File: src/rtl/mtpsa_pkg.sv
// mtpsa_pkg: shared tuple field offsets, entry layout and ingress FSM states
package mtpsa_pkg;
  localparam int KEEP_WIDTH_DEF = 48;
  localparam int PKT_LEN_LSB = 0, PKT_LEN_MSB = 15;
  localparam int SRC_LSB = 16, SRC_MSB = 23;
  localparam int DST_LSB = 24, DST_MSB = 31;
  localparam int USER_ID_LSB = 32, USER_ID_MSB = 39;
  localparam int SEND_DIG_LSB = 40, SEND_DIG_MSB = 47;
  typedef struct packed {
    logic [255:0] digest;
    logic [KEEP_WIDTH_DEF-1:0] keep;
  } tuple_entry_t;
  typedef enum logic {IDLE, IN_PKT} in_state_e;
endpackage

File: src/rtl/mtpsa_tuple_fifo.sv
// mtpsa_tuple_fifo: synchronous tuple FIFO with a registered head that is valid the cycle after a push
module mtpsa_tuple_fifo #(
  parameter int W = 304,
  parameter int DEPTH = 4
) (
  input  logic         clk,
  input  logic         rst,
  input  logic         push,
  input  logic         pop,
  input  logic [W-1:0] din,
  output logic         full,
  output logic         empty,
  output logic [W-1:0] head
);
  localparam int AW = $clog2(DEPTH);
  logic [W-1:0] mem [DEPTH];
  logic [AW:0] wr, rd, rd_n;
  logic do_push, do_pop;
  assign empty = wr == rd;
  assign full = (wr[AW] != rd[AW]) && (wr[AW-1:0] == rd[AW-1:0]);
  assign do_pop = pop && !empty;
  assign do_push = push && (!full || do_pop);
  assign rd_n = rd + {{AW{1'b0}}, do_pop};
  // head is preloaded from the next read slot, or from din when that slot is being written now
  always_ff @(posedge clk) begin
    if (rst) begin
      wr <= '0;
      rd <= '0;
      head <= '0;
    end else begin
      if (do_push) begin
        mem[wr[AW-1:0]] <= din;
        wr <= wr + 1'b1;
      end
      rd <= rd_n;
      head <= (do_push && wr == rd_n) ? din : mem[rd_n[AW-1:0]];
    end
  end
endmodule

File: src/rtl/mtpsa_tuple_bridge.sv
// mtpsa_tuple_bridge: SUME<->SDNet tuple glue; per-user pop counters under MTPSA_USER_STATS_EN
module mtpsa_tuple_bridge import mtpsa_pkg::*; #(
  parameter int KEEP_WIDTH = KEEP_WIDTH_DEF,
  parameter int S_TUSER_WIDTH = 128,
  parameter int DIGEST_WIDTH = 256,
  parameter int TUPLE_FIFO_DEPTH = 4,
  parameter int NUM_USERS = 4,
  localparam int M_TUSER_WIDTH = DIGEST_WIDTH + KEEP_WIDTH
) (
  input  logic                     axis_aclk,
  input  logic                     axis_rst,
  input  logic                     s_axis_tvalid,
  input  logic                     s_axis_tready,
  input  logic                     s_axis_tlast,
  output logic                     sdnet_tuple_in_valid,
  output logic                     sdnet_in_tlast,
  input  logic                     eng_tuple_valid,
  input  logic [S_TUSER_WIDTH-1:0] eng_tuple_data,
  input  logic                     eng_digest_valid,
  input  logic [DIGEST_WIDTH-1:0]  eng_digest_data,
  input  logic                     eng_out_tvalid,
  output logic                     eng_out_tready,
  input  logic                     eng_out_tlast,
  output logic                     m_axis_tvalid,
  input  logic                     m_axis_tready,
  output logic [M_TUSER_WIDTH-1:0] m_axis_tuser,
  output logic                     tuple_ovf,
  input  logic [7:0]               stat_user,
  output logic [31:0]              stat_count
);
  in_state_e state, state_n;
  logic in_xfer, full, empty, pop;
  logic [M_TUSER_WIDTH-1:0] entry;
  logic unused_tuple;
  assign in_xfer = s_axis_tvalid && s_axis_tready;
  always_ff @(posedge axis_aclk) state <= axis_rst ? IDLE : state_n;
  always_comb begin
    state_n = in_xfer ? (s_axis_tlast ? IDLE : IN_PKT) : state;
    sdnet_tuple_in_valid = (state == IDLE) && s_axis_tvalid;
    sdnet_in_tlast = s_axis_tlast && s_axis_tvalid;
  end
  assign entry = {eng_digest_valid ? eng_digest_data : {DIGEST_WIDTH{1'b0}}, eng_tuple_data[KEEP_WIDTH-1:0]};
  assign unused_tuple = ^eng_tuple_data[S_TUSER_WIDTH-1:KEEP_WIDTH];
  assign m_axis_tvalid = eng_out_tvalid && !empty;
  assign eng_out_tready = m_axis_tready && !empty;
  assign pop = m_axis_tvalid && m_axis_tready && eng_out_tlast;
  mtpsa_tuple_fifo #(.W(M_TUSER_WIDTH), .DEPTH(TUPLE_FIFO_DEPTH)) u_fifo (
    .clk(axis_aclk),
    .rst(axis_rst),
    .push(eng_tuple_valid),
    .pop(pop),
    .din(entry),
    .full(full),
    .empty(empty),
    .head(m_axis_tuser)
  );
  always_ff @(posedge axis_aclk) begin
    if (axis_rst) tuple_ovf <= 1'b0;
    else if (eng_tuple_valid && full && !pop) tuple_ovf <= 1'b1;
  end
`ifdef MTPSA_USER_STATS_EN
  logic [31:0] cnt [NUM_USERS];
  logic [31:0] rd_val;
  logic [7:0] uid;
  assign uid = m_axis_tuser[USER_ID_MSB:USER_ID_LSB];
  always_comb begin
    rd_val = '0;
    for (int i = 0; i < NUM_USERS; i++) if (int'(stat_user) == i) rd_val = cnt[i];
  end
  always_ff @(posedge axis_aclk) begin
    if (axis_rst) begin
      for (int i = 0; i < NUM_USERS; i++) cnt[i] <= '0;
      stat_count <= '0;
    end else begin
      for (int i = 0; i < NUM_USERS; i++) if (pop && int'(uid) == i) cnt[i] <= cnt[i] + 32'd1;
      stat_count <= rd_val;
    end
  end
`else
  logic unused_stat;
  assign unused_stat = ^stat_user;
  assign stat_count = '0;
`endif
endmodule

File: config.mk
export PLATFORM = sky130hd
export DESIGN_NAME = mtpsa_tuple_bridge
export DESIGN_NICKNAME = d
export VERILOG_FILES = /design/src/rtl/mtpsa_pkg.sv /design/src/rtl/mtpsa_tuple_fifo.sv /design/src/rtl/mtpsa_tuple_bridge.sv
export SDC_FILE = /design/constraint.sdc
export NUM_CORES = 2
export LEC_CHECK = 0
export CORE_MARGIN = 2
export CORE_UTILIZATION = 50
export CTS_CLUSTER_DIAMETER = 40
export DETAILED_ROUTE_END_ITERATION = 6
export PLACE_DENSITY_LB_ADDON = 0.3
export SKIP_LAST_GASP = 1
export SLEW_MARGIN = 20
export SYNTH_ARGS = -nofsm -noshare
export SYNTH_HDL_FRONTEND = slang
export SYNTH_SLANG_ARGS = --single-unit
File: constraint.sdc
create_clock -name axis_aclk -period 31.8 [get_ports axis_aclk]
set_input_delay 7.95 -clock axis_aclk [delete_from_list [all_inputs] [get_ports axis_aclk]]
set_output_delay 7.95 -clock axis_aclk [all_outputs]
set_load 0.02 [all_outputs]
# --- Yosys cells after proc, flatten, opt, wreduce, memory -nomap -nowiden ---
# Memories as Yosys holds them, arrays and structs flattened.
# Cells that the tools add are included.
totals:
  ram_bits: 1216
  inputBits: 402
  reg_bits: 312
  word_cells: 36
  mem_count: 1
  output_inout_bits: 341
classes:
  n_addsub: 2
  mux: 6
  reduce_logical: 17
  eq_ne: 4
  n_bitwise: 1
mem_list:
  columns: ["memory", "words", "word_bits", "read_ports", "rd_ports_with_merged_regs", "write_ports", "line_no", "rtl"]
  rows:
  - ["u_fifo.mem", 4, 304, 1, 0, 1, "mtpsa_tuple_fifo.sv:16", "logic [W-1:0] mem [DEPTH];"]
ops:
  columns: ["op", "count"]
  rows:
  - ["$mux 304", 1]
  - ["$mux 256", 1]
  - ["$logic_and 1x1->1", 13]
  - ["$eq 3x3->1", 2]
  - ["$mux 1", 4]
  - ["$add 3x1->3", 1]
  - ["$add 3x1->3 const B", 1]
  - ["$logic_not 1->1", 3]
  - ["$eq 2x2->1", 1]
  - ["$logic_or 1x1->1", 1]
  - ["$ne 1x1->1", 1]
  - ["$not 1->1", 1]

# --- Depth between registers and ports, before layout ---
depth:
  word_depth: 11
  ltp_mapped: 14
  ltp_nobuf: 10

# --- Hierarchy ---
# A second synthesis with hierarchy kept.
unflattened:
  hier_cells: 3349
  hier_area_um2: 57597.7
by_module_without_submodules:
  columns: ["mod", "instances", "cells_each", "area_each_um2", "seq_area_each_um2"]
  rows:
  - ["mtpsa_tuple_fifo", 1, 3020, 55502.0, 42721.0]
  - ["mtpsa_tuple_bridge", 1, 329, 2095.8, 40.0]

# --- Least setup slack after synthesis ---
# No wires, ideal clock.
synth_path:
  kind: "input to register"
  start: "in eng_out_tlast"
  end: "mem u_fifo.mem[3][0], enable pin"
  path_buffers: 2
  t_required_ns: 30.459
  stages: 5
  setup_ns: 1.341
  slack_ns: 1.452
  arrival_ns: 29.006
  cell_sequence: "and3_1 -> o41ai_4 -> buf_6 -> buf_4 -> nor3_1"
synth_via:
  elab_chain_cells: 7
synth_rtl:
  columns: ["item", "line_no", "rtl"]
  rows:
  - ["start: declaration", "mtpsa_tuple_bridge.sv:23", "input logic eng_out_tlast,"]
  - ["$logic_and 1x1->1", "mtpsa_tuple_bridge.sv:46", "assign pop = m_axis_tvalid && m_axis_tready && eng_out_tlast;"]
  - ["$logic_and 1x1->1", "mtpsa_tuple_fifo.sv:21", "assign do_pop = pop && !empty;"]
  - ["$logic_or 1x1->1", "mtpsa_tuple_fifo.sv:22", "assign do_push = push && (!full || do_pop);"]
  - ["$logic_and 1x1->1", "mtpsa_tuple_fifo.sv:22", null]
  - ["$mux 1", "mtpsa_tuple_fifo.sv:31", "if (do_push) begin"]
  - ["$mux 1", "mtpsa_tuple_fifo.sv:26", "if (rst) begin"]
  - ["$mux 1 (not written as such)", "mtpsa_tuple_fifo.sv:32", "mem[wr[AW-1:0]] <= din;"]
  - ["end: declaration", "mtpsa_tuple_fifo.sv:16", null]
# Every way passes these cells.

# --- Worst setup path in the final report ---
layout_path:
  start: "in s_axis_tvalid"
  end: "out sdnet_tuple_in_valid"
layout_via:
  elab_chain_cells: 1
layout_rtl:
  columns: ["item", "line_no", "rtl"]
  rows:
  - ["start: declaration", "mtpsa_tuple_bridge.sv:12", "input logic s_axis_tvalid,"]
  - ["$logic_and 1x1->1", "mtpsa_tuple_bridge.sv:39", "sdnet_tuple_in_valid = (state == IDLE) && s_axis_tvalid;"]
  - ["end: declaration", "mtpsa_tuple_bridge.sv:15", "output logic sdnet_tuple_in_valid,"]
# Every way passes these cells.

==> impl_metrics.tcl <==
set metrics [dict create \
    number_of_synthesized_register_bits 1528 \
    cell_internal_pwr_uw 3690 \
    cts_sinks 1528 \
    maxSlewHeadroom 0.270 \
    wl_per_cell_um 25.6 \
    routed-via-count 32900 \
    tritoncts "built" \
    worstPathMaxFanout 4 \
    hold_viol_final 0 \
    synth_instances 3349 \
    switching_share 0.231 \
    clockRootBuffer "clkbuf_16" \
    globalRoute.totalOverflow 0 \
    vias_per_cell 5.86 \
    floorplan.die.width_um 343 \
    ys_warns 0 \
    share_of_power_burned_in_registers 0.471 \
    maxCapViolCount 0 \
    crit_path_cell_trace "clkdlybuf4s50_1, nor2b_1, clkdlybuf4s50_1" \
    min-delay-path-class "register to register" \
    post_cts.resized_instances 0 \
    cp_launch_type "input pin" \
    final_antenna_violating_net_count 0 \
    die_area_sq_um 118000 \
    final_design_area_no_fill_sq_um 71000 \
    timing.final.max_slew_violations 0 \
    power_leakage_uw 0.0229 \
    n_fill_cell 8162 \
    detailedPlacementHpwl_mm 78.7 \
    grt_pass1_wl_mm 213 \
    clk_transition_reported_paths_ns 0.06 \
    cts.htree.levels 4 \
    post_synth.cell_area_avg_sq_um 17.2 \
    post-route-drc-count 0 \
    critical_path.endpoint_type "primary output" \
    global_route_total_usage_across_every_layer 0.241 \
    pwr-share-comb 0.093 \
    placement.io_buffers 622 \
    synth_area_sq_um 57600 \
    drt_iter0_drc 3048 \
    via_count_of_the_first_global_routing_pass 33200 \
    synth.lib_cells_used.distinct 30 \
    worst_slack_ns 14.64 \
    worst_clock_skew_on_the_final_layout_ns 0.0349 \
    cts_inserted_buffers 176 \
    first_pass_iters 5 \
    area_delta_synth_final_pct 23.3 \
    dpl_worst_slack_ns 14.64 \
    worst_pin_slew_ns 1.10 \
    cp_common_cell "clkdlybuf4s50_1" \
    max_clock_freq_mhz 58.3 \
    clk_lat_worst_skew_ns 0.77 \
    outcome "finished clean" \
    core_area_sq_um 114000 \
    final_layout_size_suffix_gt1_frac 0.161 \
    power.switching_uw 1110 \
    pin_count_of_the_biggest_net_entering_global_routing 137 \
    power_density_nw_per_um2 67.5 \
    cts_setup_buffers 0 \
    hold-worst-slack_ns 0.492 \
    fin_util 0.621 \
    gp_congestion 0.746 \
    floorplan.initialDensity 0.504 \
    layout.area.seq_sq_um 42800 \
    ir_worst_vdd_mv 0.0568 \
    finalSetupViolations 0 \
    grt_antenna_before_repair 18 \
    synth-seq-area-share 0.742 \
    totalNegativeSetupSlack_ns 0 \
    routed_wirelength_mm 144 \
    worstPathArrival_ns 9.21 \
    min_period_over_period 0.540 \
    chipHeight_um 343 \
    post_dp_area_sq_um 64900 \
    multiInputGateArea_sq_um 13500 \
    post_synth_main_area_contributors "edfxtp_1, mux4_2, dfxtp_1" \
    row_count 124 \
    clockBufferDepth 3 \
    critical_path_class "input pin to primary output" \
    grt_setup_unrepaired "no" \
    cpPeakStageDelay_ns 0.61 \
    hold_buffers 0 \
    synthDominantCellAreaShare 0.634 \
    finish.net_count 4340 \
    post-route-min-period_ns 17.16 \
    critPathRequiredTime_ns 23.85 \
    boundary_pin_count 743 \
    synthDominantAreaCellType "edfxtp_1" \
    clock_network_fraction_of_total_power 0.437 \
    critical-path-slowest-cell "clkdlybuf4s50_1" \
]
==> cell usage in the layout (no fill, tap or decap), drive strengths merged, types with 2 or more instances in the layout <==
master,netlist,layout
a21oi,308,308
and2,262,262
and3,2,2
buf,153,52
bufinv,0,23
clkbuf,145,230
clkdlybuf4s50,0,620
clkinv,0,38
clkinvlp,0,14
conb,1,32
dfxtp,312,312
diode,0,8
edfxtp,1216,1216
ha,6,6
inv,3,29
mux4,304,304
nand2,5,5
nand3,305,305
nor2,5,5
nor2b,3,3
o21ai,305,305
xnor2,4,4
xor2,2,2
==> synth_stat cells, drive strengths merged <==
library cell / number
nand3: 305
a31oi: 1
o41a: 1
and2: 262
a311oi: 1
clkbuf: 145
nor2b: 3
xor2: 2
xnor3: 1
nor3: 1
o21ai: 305
a21oi: 308
dfxtp: 312
nand2: 5
and4: 1
inv: 3
o41ai: 1
nor2: 5
mux4: 304
conb: 1
xnor2: 4
or3: 1
and3: 2
edfxtp: 1216
ha: 6
buf: 153
==> final timing paths <==
kind / startpoint / to / slack [ns] / depth (start not counted)
worst min-delay path: tuple_ovf$_SDFFE_PP0P_ / tuple_ovf$_SDFFE_PP0P_ / 0.49 / 2
worst min register to register: tuple_ovf$_SDFFE_PP0P_ / tuple_ovf$_SDFFE_PP0P_ / 0.49 / 2
worst max-delay path: s_axis_tvalid / sdnet_tuple_in_valid / 14.64 / 3
worst max register to register: u_fifo.rd[2]$_SDFF_PP0_ / u_fifo.head[66]$_SDFF_PP0_ / 26.06 / 11
==> flip-flops by register name, indices dropped and copies added, names as in the netlist <==
signal and flops:
tuple_ovf 1, u_fifo.wr 3, u_fifo.head 304, u_fifo.mem 1216, u_fifo.rd 3, state 1
==> per-stage QoR <==
step	power [uW]	std cells
after global placement	2740	5266
after detailed placement	2750	5266
final	4800	5605
after global routing	4940	5602
after CTS	4830	5597
after floorplan	2550	3380
==> final cells by class <==
type                    count  share of cell area
diodes                      8            0.000282
clock buffers             230              0.0681
clock inverters           101              0.0185
inverters                   3            0.000159
multi-input cells        1551               0.191
flip-flops and latches   1528               0.602
well taps                1512              0.0266
repair buffers            672              0.0937
==> layer usage <==
layer / global-route usage / vias to the layer above / part of all wire
met5: 0 / - / 0.00093
met4: 0.0912 / 22 / 0.032
met3: 0.0523 / 247 / 0.078
met2: 0.380 / 1475 / 0.49
met1: 0.332 / 16900 / 0.40
li1: - / 14200 / -
==> critical path: cells and delay by family <==
kind | cells | cell delay [ns]
AND/OR/NAND/NOR | 1 | 0.14
buffers and inverters | 2 | 1.12
==> kinds of logic after synthesis <==
group	after synthesis	share of synthesized area
muxes	304	0.119
xor gates and xnor gates	7	0.00130
buffers and inverters	301	0.0255
other	1	0.0000651
AOI/OAI and AO/OA	617	0.0542
DFF	1528	0.742
and+or+nand+nor	585	0.0565
adders and majority gates	6	0.00130
==> power by group through the flow <==
| stage | logic (uW) | clock network (uW) | registers, uW |
|---|---|---|---|
| finish | 445 | 2090 | 2260 |
| global route | 475 | 2200 | 2260 |
| CTS | 449 | 2120 | 2260 |
| detailed placement | 446 | 0 | 2300 |
| global placement | 443 | 0 | 2300 |
| floorplan | 205 | 0 | 2350 |
Note: power is estimated with default switching activity, not from simulation.
